`src/rtl/shift_cmd_sequencer.sv`:
```
// Shift command front-end: FIFO-buffered commands split into <=7-bit passes through an external barrel shifter.
// Optional SHIFT_STATS_EN adds a saturating completed-command counter (cmd_count, CNT_W bits).
package shift_cmd_sequencer_pkg;
    typedef struct packed {
        logic [7:0] data;
        logic [3:0] amt;
        logic       dir;
    } cmd_t;
endpackage

module shift_cmd_sequencer
    import shift_cmd_sequencer_pkg::*;
#(
    parameter int unsigned DEPTH = 4
`ifdef SHIFT_STATS_EN
    , parameter int unsigned CNT_W = 16
`endif
) (
    input  logic             clk,
    input  logic             rst,
    input  logic             in_valid,
    output logic             in_ready,
    input  logic [7:0]       in_data,
    input  logic [3:0]       in_amt,
    input  logic             in_dir,
    output logic             out_valid,
    input  logic             out_ready,
    output logic [7:0]       out_data,
    output logic [7:0]       sh_in_data,
    output logic [2:0]       sh_shift,
    output logic             sh_dir,
    input  logic [7:0]       sh_out_data
`ifdef SHIFT_STATS_EN
    , output logic [CNT_W-1:0] cmd_count
`endif
);

    localparam int unsigned AW = (DEPTH > 1) ? $clog2(DEPTH) : 1;
    localparam int unsigned CW = AW + 1;

    typedef enum logic [1:0] {IDLE, RUN, DONE} state_t;

    cmd_t          mem [DEPTH];
    cmd_t          head;
    logic [AW-1:0] wr_ptr;
    logic [AW-1:0] rd_ptr;
    logic [CW-1:0] count;
    logic [CW-1:0] count_n;
    logic          push;
    logic          pop;
    logic          empty;

    state_t        state;
    state_t        state_n;
    logic [7:0]    work_data;
    logic [7:0]    work_data_n;
    logic [3:0]    rem;
    logic [3:0]    rem_n;
    logic          wdir;
    logic          wdir_n;
    logic          out_valid_n;
    logic [7:0]    out_data_n;
    logic [7:0]    sh_in_data_n;
    logic [2:0]    sh_shift_n;
    logic          sh_dir_n;

    function automatic logic [2:0] step_of(input logic [3:0] r);
        return (r > 4'd7) ? 3'd7 : r[2:0];
    endfunction

    assign push  = in_valid && in_ready;
    assign empty = (count == '0);
    assign pop   = (state == IDLE) && !empty;
    assign head  = mem[rd_ptr];

    // Command storage; no reset needed since count guards every read
    always_ff @(posedge clk) begin
        if (push) begin
            mem[wr_ptr] <= cmd_t'{data: in_data, amt: in_amt, dir: in_dir};
        end
    end

    always_comb begin
        count_n = count;
        case ({push, pop})
            2'b10:   count_n = count + CW'(1);
            2'b01:   count_n = count - CW'(1);
            default: count_n = count;
        endcase
    end

    always_ff @(posedge clk or posedge rst) begin
        if (rst) begin
            wr_ptr   <= '0;
            rd_ptr   <= '0;
            count    <= '0;
            in_ready <= 1'b1;
        end else begin
            if (push) wr_ptr <= wr_ptr + AW'(1);
            if (pop)  rd_ptr <= rd_ptr + AW'(1);
            count    <= count_n;
            in_ready <= (count_n != CW'(DEPTH));
        end
    end

    always_ff @(posedge clk or posedge rst) begin
        if (rst) begin
            state      <= IDLE;
            work_data  <= '0;
            rem        <= '0;
            wdir       <= 1'b0;
            out_valid  <= 1'b0;
            out_data   <= '0;
            sh_in_data <= '0;
            sh_shift   <= '0;
            sh_dir     <= 1'b0;
        end else begin
            state      <= state_n;
            work_data  <= work_data_n;
            rem        <= rem_n;
            wdir       <= wdir_n;
            out_valid  <= out_valid_n;
            out_data   <= out_data_n;
            sh_in_data <= sh_in_data_n;
            sh_shift   <= sh_shift_n;
            sh_dir     <= sh_dir_n;
        end
    end

    // Shifter drive is precomputed for the next cycle so it is live exactly while in RUN
    always_comb begin
        state_n      = state;
        work_data_n  = work_data;
        rem_n        = rem;
        wdir_n       = wdir;
        out_valid_n  = out_valid;
        out_data_n   = out_data;
        sh_in_data_n = '0;
        sh_shift_n   = '0;
        sh_dir_n     = 1'b0;
        case (state)
            IDLE: begin
                if (!empty) begin
                    work_data_n  = head.data;
                    rem_n        = head.amt;
                    wdir_n       = head.dir;
                    sh_in_data_n = head.data;
                    sh_shift_n   = step_of(head.amt);
                    sh_dir_n     = head.dir;
                    state_n      = RUN;
                end
            end
            RUN: begin
                work_data_n = sh_out_data;
                rem_n       = rem - 4'(step_of(rem));
                if (rem_n == 4'd0) begin
                    state_n     = DONE;
                    out_valid_n = 1'b1;
                    out_data_n  = sh_out_data;
                end else begin
                    sh_in_data_n = sh_out_data;
                    sh_shift_n   = step_of(rem_n);
                    sh_dir_n     = wdir;
                end
            end
            DONE: begin
                if (out_ready) begin
                    state_n     = IDLE;
                    out_valid_n = 1'b0;
                end
            end
            default: state_n = IDLE;
        endcase
    end

`ifdef SHIFT_STATS_EN
    always_ff @(posedge clk or posedge rst) begin
        if (rst) begin
            cmd_count <= '0;
        end else if (out_valid && out_ready && (cmd_count != '1)) begin
            cmd_count <= cmd_count + CNT_W'(1);
        end
    end
`endif

endmodule

```
`config.mk`:
```
export PLATFORM = sky130hd
export DESIGN_NAME = shift_cmd_sequencer
export DESIGN_NICKNAME = d
export VERILOG_FILES = /design/src/rtl/shift_cmd_sequencer.sv
export SDC_FILE = /design/constraint.sdc
export NUM_CORES = 1
export LEC_CHECK = 0
export BUFFER_PORTS_ARGS = -buffer_cell sky130_fd_sc_hd__clkbuf_2
export CAP_MARGIN = 30
export CORE_UTILIZATION = 56
export CTS_CLUSTER_DIAMETER = 80
export CTS_CLUSTER_SIZE = 40
export DETAILED_ROUTE_END_ITERATION = 6
export PLACE_DENSITY = 0.77
export SETUP_SLACK_MARGIN = 0.1
export SLEW_MARGIN = 15
export SYNTH_ARGS = -nofsm -noshare
export SYNTH_HDL_FRONTEND = slang
export SYNTH_SLANG_ARGS = --single-unit
```
`constraint.sdc`:
```
create_clock -name clk -period 2.5 [get_ports clk]
set_input_delay 0.375 -clock clk [delete_from_list [all_inputs] [get_ports clk]]
set_output_delay 0.375 -clock clk [all_outputs]
set_load 0.05 [all_outputs]
```
# Word level (Yosys, flattened, before mapping)
# Memories as Yosys holds them, arrays and structs flattened.
# Index checks and enable logic that the tools add are counted.
[totals]
reg_bits = 36
ram_bits = 52
input_bits = 25
output_inout_bits = 22
elab_cells = 67
memories = 1
[memory_table]
columns = ["memory", "depth", "word_bits", "rd", "rd_ports_with_merged_regs", "write_ports", "line", "text"]
rows = [
  ["mem", 4, 13, 1, 0, 1, "43", "cmd_t mem [DEPTH];"],
]
[classes]
add_sub_neg = 5
order_cmp = 3
n_eq_ne = 8
mux = 24
n_bitwise = 1
reduce_logical = 13
[op_table]
columns = ["op", "n"]
rows = [
  ["2-to-1 mux 8 bit", 2],
  ["one-hot mux 8 bit (2 select lines)", 1],
  ["2-to-1 mux 3 bit", 5],
  ["> comparator 4 x 3 -> 1 bit, second input constant", 3],
  ["one-hot mux 3 bit (2 select lines)", 2],
  ["one-hot mux 4 bit (2 select lines)", 1],
  ["2-to-1 mux 1 bit", 6],
  ["2-to-1 mux 2 bit", 3],
  ["inequality test 2 bit, second input constant", 3],
  ["one-hot mux 2 bit (3 select lines)", 1],
  ["AND reduction 2 bit", 3],
  ["AND reduction 3 bit", 2],
  ["adder 2 x 1 -> 2 bit, second input constant", 2],
  ["equality test 2 x 1 -> 1 bit, second input constant", 2],
  ["equality test 2 bit, second input constant", 2],
  ["logical NOT 4 bit", 1],
  ["2-to-1 mux 4 bit", 1],
  ["one-hot mux 1 bit (2 select lines)", 2],
  ["nonzero test 2 bit", 2],
  ["subtractor 4 x 3 -> 4 bit", 1],
  ["adder 3 x 1 -> 3 bit, second input constant", 1],
  ["logical NOT 3 bit", 1],
  ["inequality test 3 bit, second input constant", 1],
  ["subtractor 3 x 1 -> 3 bit, second input constant", 1],
  ["other kinds (4)", 5],
]

# Logic depth before layout (Yosys ltp)
# Gate-level depths: netlist of the first run.
[logic_depth]
word_depth = 7
mapped_depth = 12
mapped_depth_nobuf = 10

# Worst setup path before layout of the first run
# Ideal clock, no wire load.
[synth_path]
kind = "register to register"
from = "register state[0]"
to = "register in_ready"
setup_time_ns = 0.082
t_arrival_ns = 2.169
t_required_ns = 2.418
setup_slack_ns = 0.249
stages_incl_launch_ff = 12
n_path_buf = 2
synth_period_minus_slack_ns = 2.251
cell_sequence = "dfrtp_1 > or3_1 > buf_2 > inv_2 > buf_2 > ha_1 > inv_1 > fa_1 > xor2_1 > nor2_1 > xor2_1 > nand2_1"
[synth_between]
elab_chain_len = 5
word_cells_on_any_way = 6
classes_between = "eq/ne (3); mux (1); reduce/logical (2)"
[synth_lines]
columns = ["item", "line", "text"]
rows = [
  ["start, declared", "53", "state_t state;"],
  ["start signal, assigned", "118", "state <= state_n;"],
  ["logical NOT 2 bit (*)", "n/a", ""],
  ["logical AND 1 bit (*)", "73", "assign pop = (state == IDLE) && !empty;"],
  ["via pop", "50", "logic pop;"],
  ["equality test 2 x 1 -> 1 bit / equality test 2 bit (equally long branches)", "85", "case ({push, pop})"],
  ["one-hot mux 3 bit (2 select lines) (*)", "85", ""],
  ["via count_n[2]", "48", "logic [CW-1:0] count_n;"],
  ["inequality test 3 bit (*)", "102", "in_ready <= (count_n != CW'(DEPTH));"],
  ["end signal, assigned", "102", ""],
  ["end, declared", "22", "output logic in_ready,"],
]
# The timed path passes the listed nets; every way through them passes the cells marked *.
# A chain may end at the register's enable or synchronous reset.

# Worst setup path in the final report of the first run
[layout_path]
from = "register state[0]"
to = "register in_ready"
[layout_between]
elab_chain_len = 5
word_cells_on_any_way = 6
classes_between = "eq/ne (3); mux (1); reduce/logical (2)"
[layout_lines]
columns = ["item", "line"]
rows = [
  ["logical NOT 2 bit (*)", "n/a"],
  ["logical AND 1 bit (*)", "73"],
  ["equality test 2 x 1 -> 1 bit / equality test 2 bit (equally long branches)", "85"],
  ["one-hot mux 3 bit (2 select lines) (*)", "85"],
  ["via count_n[2]", "48"],
  ["inequality test 3 bit (*)", "102"],
]
# Marks and branches as above.

==> results of run 1 <==
## final cells by class
class | count | area (um^2)
clock inverters | 7 | 72.6
fillers | 410 | 1940
inverters | 9 | 33.8
clock buffers | 9 | 124
well taps | 75 | 93.8
flip-flops and latches | 88 | 2460
multi-input cells | 98 | 943
repair buffers | 53 | 283
## synthesized netlist by cell type, types with 5 or more instances
master	instances
ha_1	6
o21ai_0	6
mux2_2	9
inv_1	8
nand2_1	9
edfxtp_1	52
nand2b_1	5
a22o_1	10
dfrtp_1	35
mux4_2	12
## path summary, 6_finish.rpt
| check | end | cells past startpoint | startpoint |
|---|---|---|---|
| setup / recovery | in_ready$_DFF_PP1_ | 9 | state[0]$_DFFE_PP0P_ |
| hold / removal | sh_in_data[4]$_DFF_PP0_ | 2 | rst |
| setup reg to reg | in_ready$_DFF_PP1_ | 9 | state[0]$_DFFE_PP0P_ |
| hold reg to reg | wdir$_DFFE_PP0P_ | 1 | wdir$_DFFE_PP0P_ |
| max in group asynchronous | in_ready$_DFF_PP1_ | 3 | rst |
| min in group clk | mem[2][6]$_DFFE_PP_ | 1 | in_data[1] |
## layout by cell type, fill, tap and decap left out, drive strengths merged, types with 2 or more instances in the layout
master   n
a21boi   2
a21o     3
a22o    10
and2     2
and3     4
buf      7
clkbuf  55
clkinv   2
dfrtp   35
edfxtp  52
ha       6
inv     13
mux2     9
mux2i    2
mux4    13
nand2    9
nand2b   5
nand4    2
nor2     4
nor3     2
o211ai   2
o21ai    7
xnor2    4
xor2     2
## report_power, final
part           total (W)  internal, W  switching, W
registers        0.00227      0.00201      0.000262
logic            0.00229     0.000886       0.00141
clock network   0.000946     0.000392      0.000554
total            0.00551      0.00328       0.00222
## flip-flops by register name, summed over array words and instances, names as in the netlist
signal      count
count           3
in_ready        1
mem            52
out_data        8
out_valid       1
rd_ptr          2
rem             4
sh_dir          1
sh_in_data      8
sh_shift        3
state           2
wdir            1
wr_ptr          2
## cells by family (layout without fill, tap and decap cells)
group                    Yosys count  after routing  synth area share (%)
adder cells (fa/ha/maj)            7              7                  2.72
XOR/XNOR                           6              6                  1.51
buffers and inverters             17             78                  2.37
flip-flops                        88             88                  70.6
AND/OR/NAND/NOR                   33             33                  4.91
AO/OA/AOI/OAI                     28             28                  5.92
multiplexers                      24             24                  12.0
## critical path, stage by stage (launching register included)
cell and delay (ps):
dfrtp_1 420, or3_1 490, inv_2 100, ha_1 170
inv_1 60, fa_1 370, xor2_1 150, nor2_1 110
xor2_1 190, nand2_1 70
## stage by stage
stage	utilization, %	std cells	instance area, um^2
floorplan	-	203	3490
global placement	64.1	323	3820
detailed placement	64.1	323	3820
CTS	67.4	339	4010
global route	67.4	339	4010
finish	67.4	339	4010
## layer usage
layer | up-vias | GRT usage, %
li1 | 883 | -
met1 | 964 | 27.0
met2 | 48 | 32.1
met3 | 9 | 3.71
met4 | 0 | 10.9
met5 | - | 0
==> qor.yml, run 1 <==
synthesis:
  synth_nets: 235
  synth_top_area_share_pct: 44.7
  syn_inst: 203
  ys_seq_elements: 88
  yosysTopAreaCell: "edfxtp_1"
  yosys.cell_types.count: 40
  seq_area_frac_synth_pct: 70.6
  yosys-top-cells-area: "edfxtp_1 (45%), dfrtp_1 (25%), mux4_2 (7.7%), mux2_2 (2.9%), a22o_1 (2.5%)"
  synth_edf_count: 52
  avgSynthCellArea_um2: 17.2
  synthArstFlopShare_pct: 40.9
  yosys_warnings: 0
  ys.flop_type: "edfxtp_1"
  synth_area_mm2: 0.00349
global_route:
  grt_pass1_vias: 1873
  antenna_found_initial: 0
  grt_start_max_net_pins: 20
  grt_use_total_pct: 20.3
  overflow: 0
  grt_pass1_wl_um: 9340
placement:
  post-place-ws_ps: 301
  port_buffers: 46
  place.gp.congestion: 0.798
  hpwl_um: 4220
job:
  cap_violations: 0
timing:
  relSlewSlack_pct: 54.6
  setup_viol: 0
  rsz0062_at_grt: "false"
  setup_ws_ps: 319
  final-hold-violation-count: 0
  fin_setup_tns_ps: 0
  min_period_ps: 2180
  tightest_slew_ps: 682
  fin_skew_ps: 7.86
  fin_crit_sh_pct: 87.3
  fmax_ghz: 0.458
  whs_ps: 79.0
  drv_slew: 0
routing:
  drt_iter0_drc: 108
  dr.max_layer_used: "met4"
  vias: 1904
  route.met3.wl_um: 180
  wl_um: 6030
  drtAntennaViolNets: 0
  wl_per_cell_um: 17.8
  via_per_inst: 5.62
  met1Wirelength_um: 2700
  drtPass1Iterations: 5
  wl_met2_um: 3060
  drc: 0
layout:
  drive_above_1_share_pct: 34.8
  synthToLayoutAreaGrowth_pct: 15.0
  n_antenna_cell: 0
  finalNetCount: 291
hold_path:
  worst_hold_path_type: "input pin to asynchronous set/reset pin"
clocking:
  clk_pin_slew_worst_paths_ps: 100
  cts.sinks: 88
  cts_tree: "done"
  hold_buffers: 0
  cts_buffers: 9
  postCtsSetupBuffers: 0
  clk_latency_ps: 350
  cts_htree_levels: 3
  clockRootBuffer: "clkbuf_8"
  cts-resized-gates: 0
  cts.path.max_buffers: 2
critical_path:
  worstPathArrival_ps: 2460
  critical_path_class: "flip-flop to flip-flop"
  r2r_slack_ps: 320
  path_max_fanout: 6
  cp_data_required_time_ps: 2780
  cp-end-kind: "flip-flop"
  startpoint_type: "flip-flop"
floorplanning:
  start_util_pct: 58.6
  die_w_um: 80.9
  die_area_mm2: 0.00655
  dieHeight_um: 80.9
  io-pin-count: 47
  core_area_mm2: 0.00596
  fp-row-count: 28
power:
  totalPowerFinal_w: 0.00551
  power_density_mw_per_mm2: 1370
  leakagePower_nw: 1.66
  peakVddDrop_uv: 691
run_status:
  status: "finished, final reports clean"
No activity file was read; power rests on OpenSTA's default activity.
==> run 2, diff against run 1 <==
Settings changed: BUFFER_PORTS_ARGS -buffer_cell sky130_fd_sc_hd__clkbuf_2 to -buffer_cell sky130_fd_sc_hd__buf_2, TNS_END_PERCENT from default to 20.
Clock period 2.5 ns to 2.3 ns, I/O delays scaled along.
==> qor.yml, run 2 (synthesis gave the netlist of run 1 again) <==
run_status:
  status: "finished, final reports clean"  # unchanged
critical_path:
  r2r_slack_ps: 220  # was 320 ps
  cp.buffers_inverters: 2  # unchanged
  reg2reg_from: "state[1]$_DFFE_PP0P_"  # was state[0]$_DFFE_PP0P_
  worstPathArrival_ps: 2360  # was 2460 ps
  cp_data_required_time_ps: 2580  # was 2780 ps
  path_max_fanout: 6  # unchanged
  path_common_cell: "xor2_1"  # unchanged
  cp-end-kind: "flip-flop"  # unchanged
  r2r_cells: 9  # unchanged
  crit_family: "simple AND/OR/NAND/NOR gates"  # unchanged
  startpoint_type: "flip-flop"  # unchanged
  critical_path_class: "flip-flop to flip-flop"  # unchanged
  path_cells: "or3_1, inv_2, ha_4, inv_1, fa_1, xor2_1, nor2_1, xor2_1, nand2_1"  # was or3_1, inv_2, ha_1, inv_1, fa_1, xor2_1, nor2_1, xor2_1, nand2_1
  cp_slowest_cell: "dfrtp_2"  # was or3_1
  reg2reg_to: "in_ready$_DFF_PP1_"  # unchanged
  slowest_delay_ps: 440  # was 490 ps
routing:
  drt_iter0_drc: 86  # was 108
  wl_um: 5880  # was 6030 um
  drtPass1Iterations: 4  # was 5
  drc: 0  # unchanged
  vias: 1942  # was 1904
  drtAntennaViolNets: 0  # unchanged
  via_per_inst: 5.60  # was 5.62
  wl_per_cell_um: 16.9  # was 17.8 um
power:
  power_density_mw_per_mm2: 1500  # was 1370 mW/mm^2
  p_sw_share_pct: 38.8  # was 40.4%
  pwr-share-comb_pct: 42.7  # was 41.6%
  switchingPower_w: 0.00239  # was 0.00222 W
  seqPwrFrac_pct: 39.8  # was 41.2%
  internal_power_w: 0.00376  # was 0.00328 W
  peakVddDrop_uv: 1020  # was 691 uV
  leakagePower_nw: 1.69  # was 1.66 nW
  clkPwrFrac_pct: 17.5  # was 17.2%
  totalPowerFinal_w: 0.00615  # was 0.00551 W
floorplanning:
  core_area_mm2: 0.00596  # unchanged
  die_area_mm2: 0.00655  # unchanged
  fp-row-count: 28  # unchanged
  io-pin-count: 47  # unchanged
  die_w_um: 80.9  # unchanged
  start_util_pct: 58.6  # unchanged
  dieHeight_um: 80.9  # unchanged
timing:
  min_period_ps: 2080  # was 2180 ps
  fin_crit_sh_pct: 90.6  # was 87.3%
  rsz0062_at_grt: "false"  # unchanged
  drv_slew: 0  # unchanged
  relSlewSlack_pct: 56.4  # was 54.6%
  fmax_ghz: 0.480  # was 0.458 GHz
  setup_viol: 0  # unchanged
  final-hold-violation-count: 0  # unchanged
  whs_ps: 73.7  # was 79.0 ps
  fin_setup_tns_ps: 0  # unchanged
  fin_skew_ps: 14.1  # was 7.86 ps
  tightest_slew_ps: 652  # was 682 ps
layout:
  regMostFlops: "mem"  # unchanged
  finalNetCount: 299  # was 291
  n_antenna_cell: 0  # unchanged
  drive_above_1_share_pct: 37.5  # was 34.8%
  mostFrequentLayoutCell: "edfxtp_1"  # unchanged
  synthToLayoutAreaGrowth_pct: 17.4  # was 15.0%
  largest_reg_flops: 52  # unchanged
  layout_common_cells: "edfxtp_1 (52), buf_2 (46), dfrtp_1 (34), buf_4 (15), mux4_2 (12)"  # was edfxtp_1 (52), clkbuf_2 (46), dfrtp_1 (35), mux4_2 (12), a22o_1 (10)
  largestRegisters: "mem: 52 flops, out_data: 8 flops, sh_in_data: 8 flops"  # unchanged
  final_area_mm2: 0.00410  # was 0.00401 mm^2
  fillers: 417  # was 410
placement:
  place.gp.congestion: 0.769  # was 0.798
  port_buffers: 46  # unchanged
  hpwl_um: 3860  # was 4220 um
  place_area_mm2: 0.00387  # was 0.00382 mm^2
clocking:
  hold_buffers: 0  # unchanged
  clockRootBuffer: "clkbuf_8"  # unchanged
  clk_latency_ps: 360  # was 350 ps
  clk_pin_slew_worst_paths_ps: 90  # was 100 ps
  cts_buffers: 9  # unchanged
  cts.sinks: 88  # unchanged
  cts_htree_levels: 3  # unchanged
  cts.path.max_buffers: 2  # unchanged
  cts_tree: "done"  # unchanged
global_route:
  antenna_found_initial: 0  # unchanged
  grt_pass1_wl_um: 9150  # was 9340 um
  overflow: 0  # unchanged
  grt_use_total_pct: 20.0  # was 20.3%
  grt_start_max_net_pins: 37  # was 20
  grt_pass1_vias: 1847  # was 1873
job:
  cap_violations: 0  # unchanged
hold_path:
  worst_hold_path_type: "input pin to asynchronous set/reset pin"  # unchanged
## run 2: cell count changes in the layout (fill, tap and decap cells not counted)
cell	delta
buf_2	+46
buf_4	+8
bufinv_16	+1
clkbuf_2	-46
clkinv_4	+1
clkinv_8	-1
clkinvlp_2	+1
dfrtp_1	-1
dfrtp_2	+1
ha_1	-1
ha_4	+1
inv_6	-1
inv_8	-1
## run 2: worst register-to-register path: stages, from the launching register on
cell	delay [ps]
dfrtp_2	440
or3_1	390
inv_2	100
ha_4	130
inv_1	40
fa_1	360
xor2_1	150
nor2_1	120
xor2_1	200
nand2_1	70
## run 2: area by class of cell
class / instances / area, um^2 / area share [%]
multi-input combinational: 98 / 956 / 23.3
clock inverter: 7 / 80.1 / 1.96
sequential: 88 / 2460 / 60.2
clock buffer: 9 / 124 / 3.02
inverter: 9 / 33.8 / 0.825
timing repair buffer: 61 / 343 / 8.37
tap: 75 / 93.8 / 2.29
## run 2: metrics by stage
stage | worst slack (ps) | cells | util (%)
after global placement | 289 | 329 | 65.1
after global routing | 99.0 | 347 | 68.8
after CTS | 212 | 345 | 68.5
after floorplan | 117 | 203 | -
after detailed placement | 232 | 329 | 65.1
final | 216 | 347 | 68.8
## run 2: power by group through the flow
stage | clock network [W] | registers, W | logic (W)
2_1_floorplan | 0 | 0.00299 | 0.00146
4_1_cts | 0.00110 | 0.00246 | 0.00262
5_1_grt | 0.00116 | 0.00251 | 0.00286
3_3_place_gp | 0 | 0.00247 | 0.00256
6_report | 0.00107 | 0.00245 | 0.00263
3_5_place_dp | 0 | 0.00249 | 0.00260
## run 2: worst max-delay path by stage
stage | start | endpoint | slack, ps | depth (start not counted)
4_1_cts | state[0]$_DFFE_PP0P_ | in_ready$_DFF_PP1_ | 210 | 9
5_1_grt | state[1]$_DFFE_PP0P_ | in_ready$_DFF_PP1_ | 100 | 9
2_1_floorplan | state[0]$_DFFE_PP0P_ | in_ready$_DFF_PP1_ | 120 | 11
3_5_place_dp | state[0]$_DFFE_PP0P_ | in_ready$_DFF_PP1_ | 230 | 9
3_3_place_gp | state[0]$_DFFE_PP0P_ | in_ready$_DFF_PP1_ | 290 | 9
6_report | state[1]$_DFFE_PP0P_ | in_ready$_DFF_PP1_ | 220 | 9
## run 2: per-layer routing
layer  up-vias  wire [um]  global-route usage, %
met5         -          0                      0
met3         8        302                   4.04
met4         0         85                   11.3
met2        57       2920                   31.7
met1       977       2570                   26.0
li1        900          -                      -
## run 2: timing repair
item / in CTS / in global routing
gates resized for setup: 0 / 1
setup buffers: 0 / 2
setup endpoints to repair: 0 / 1
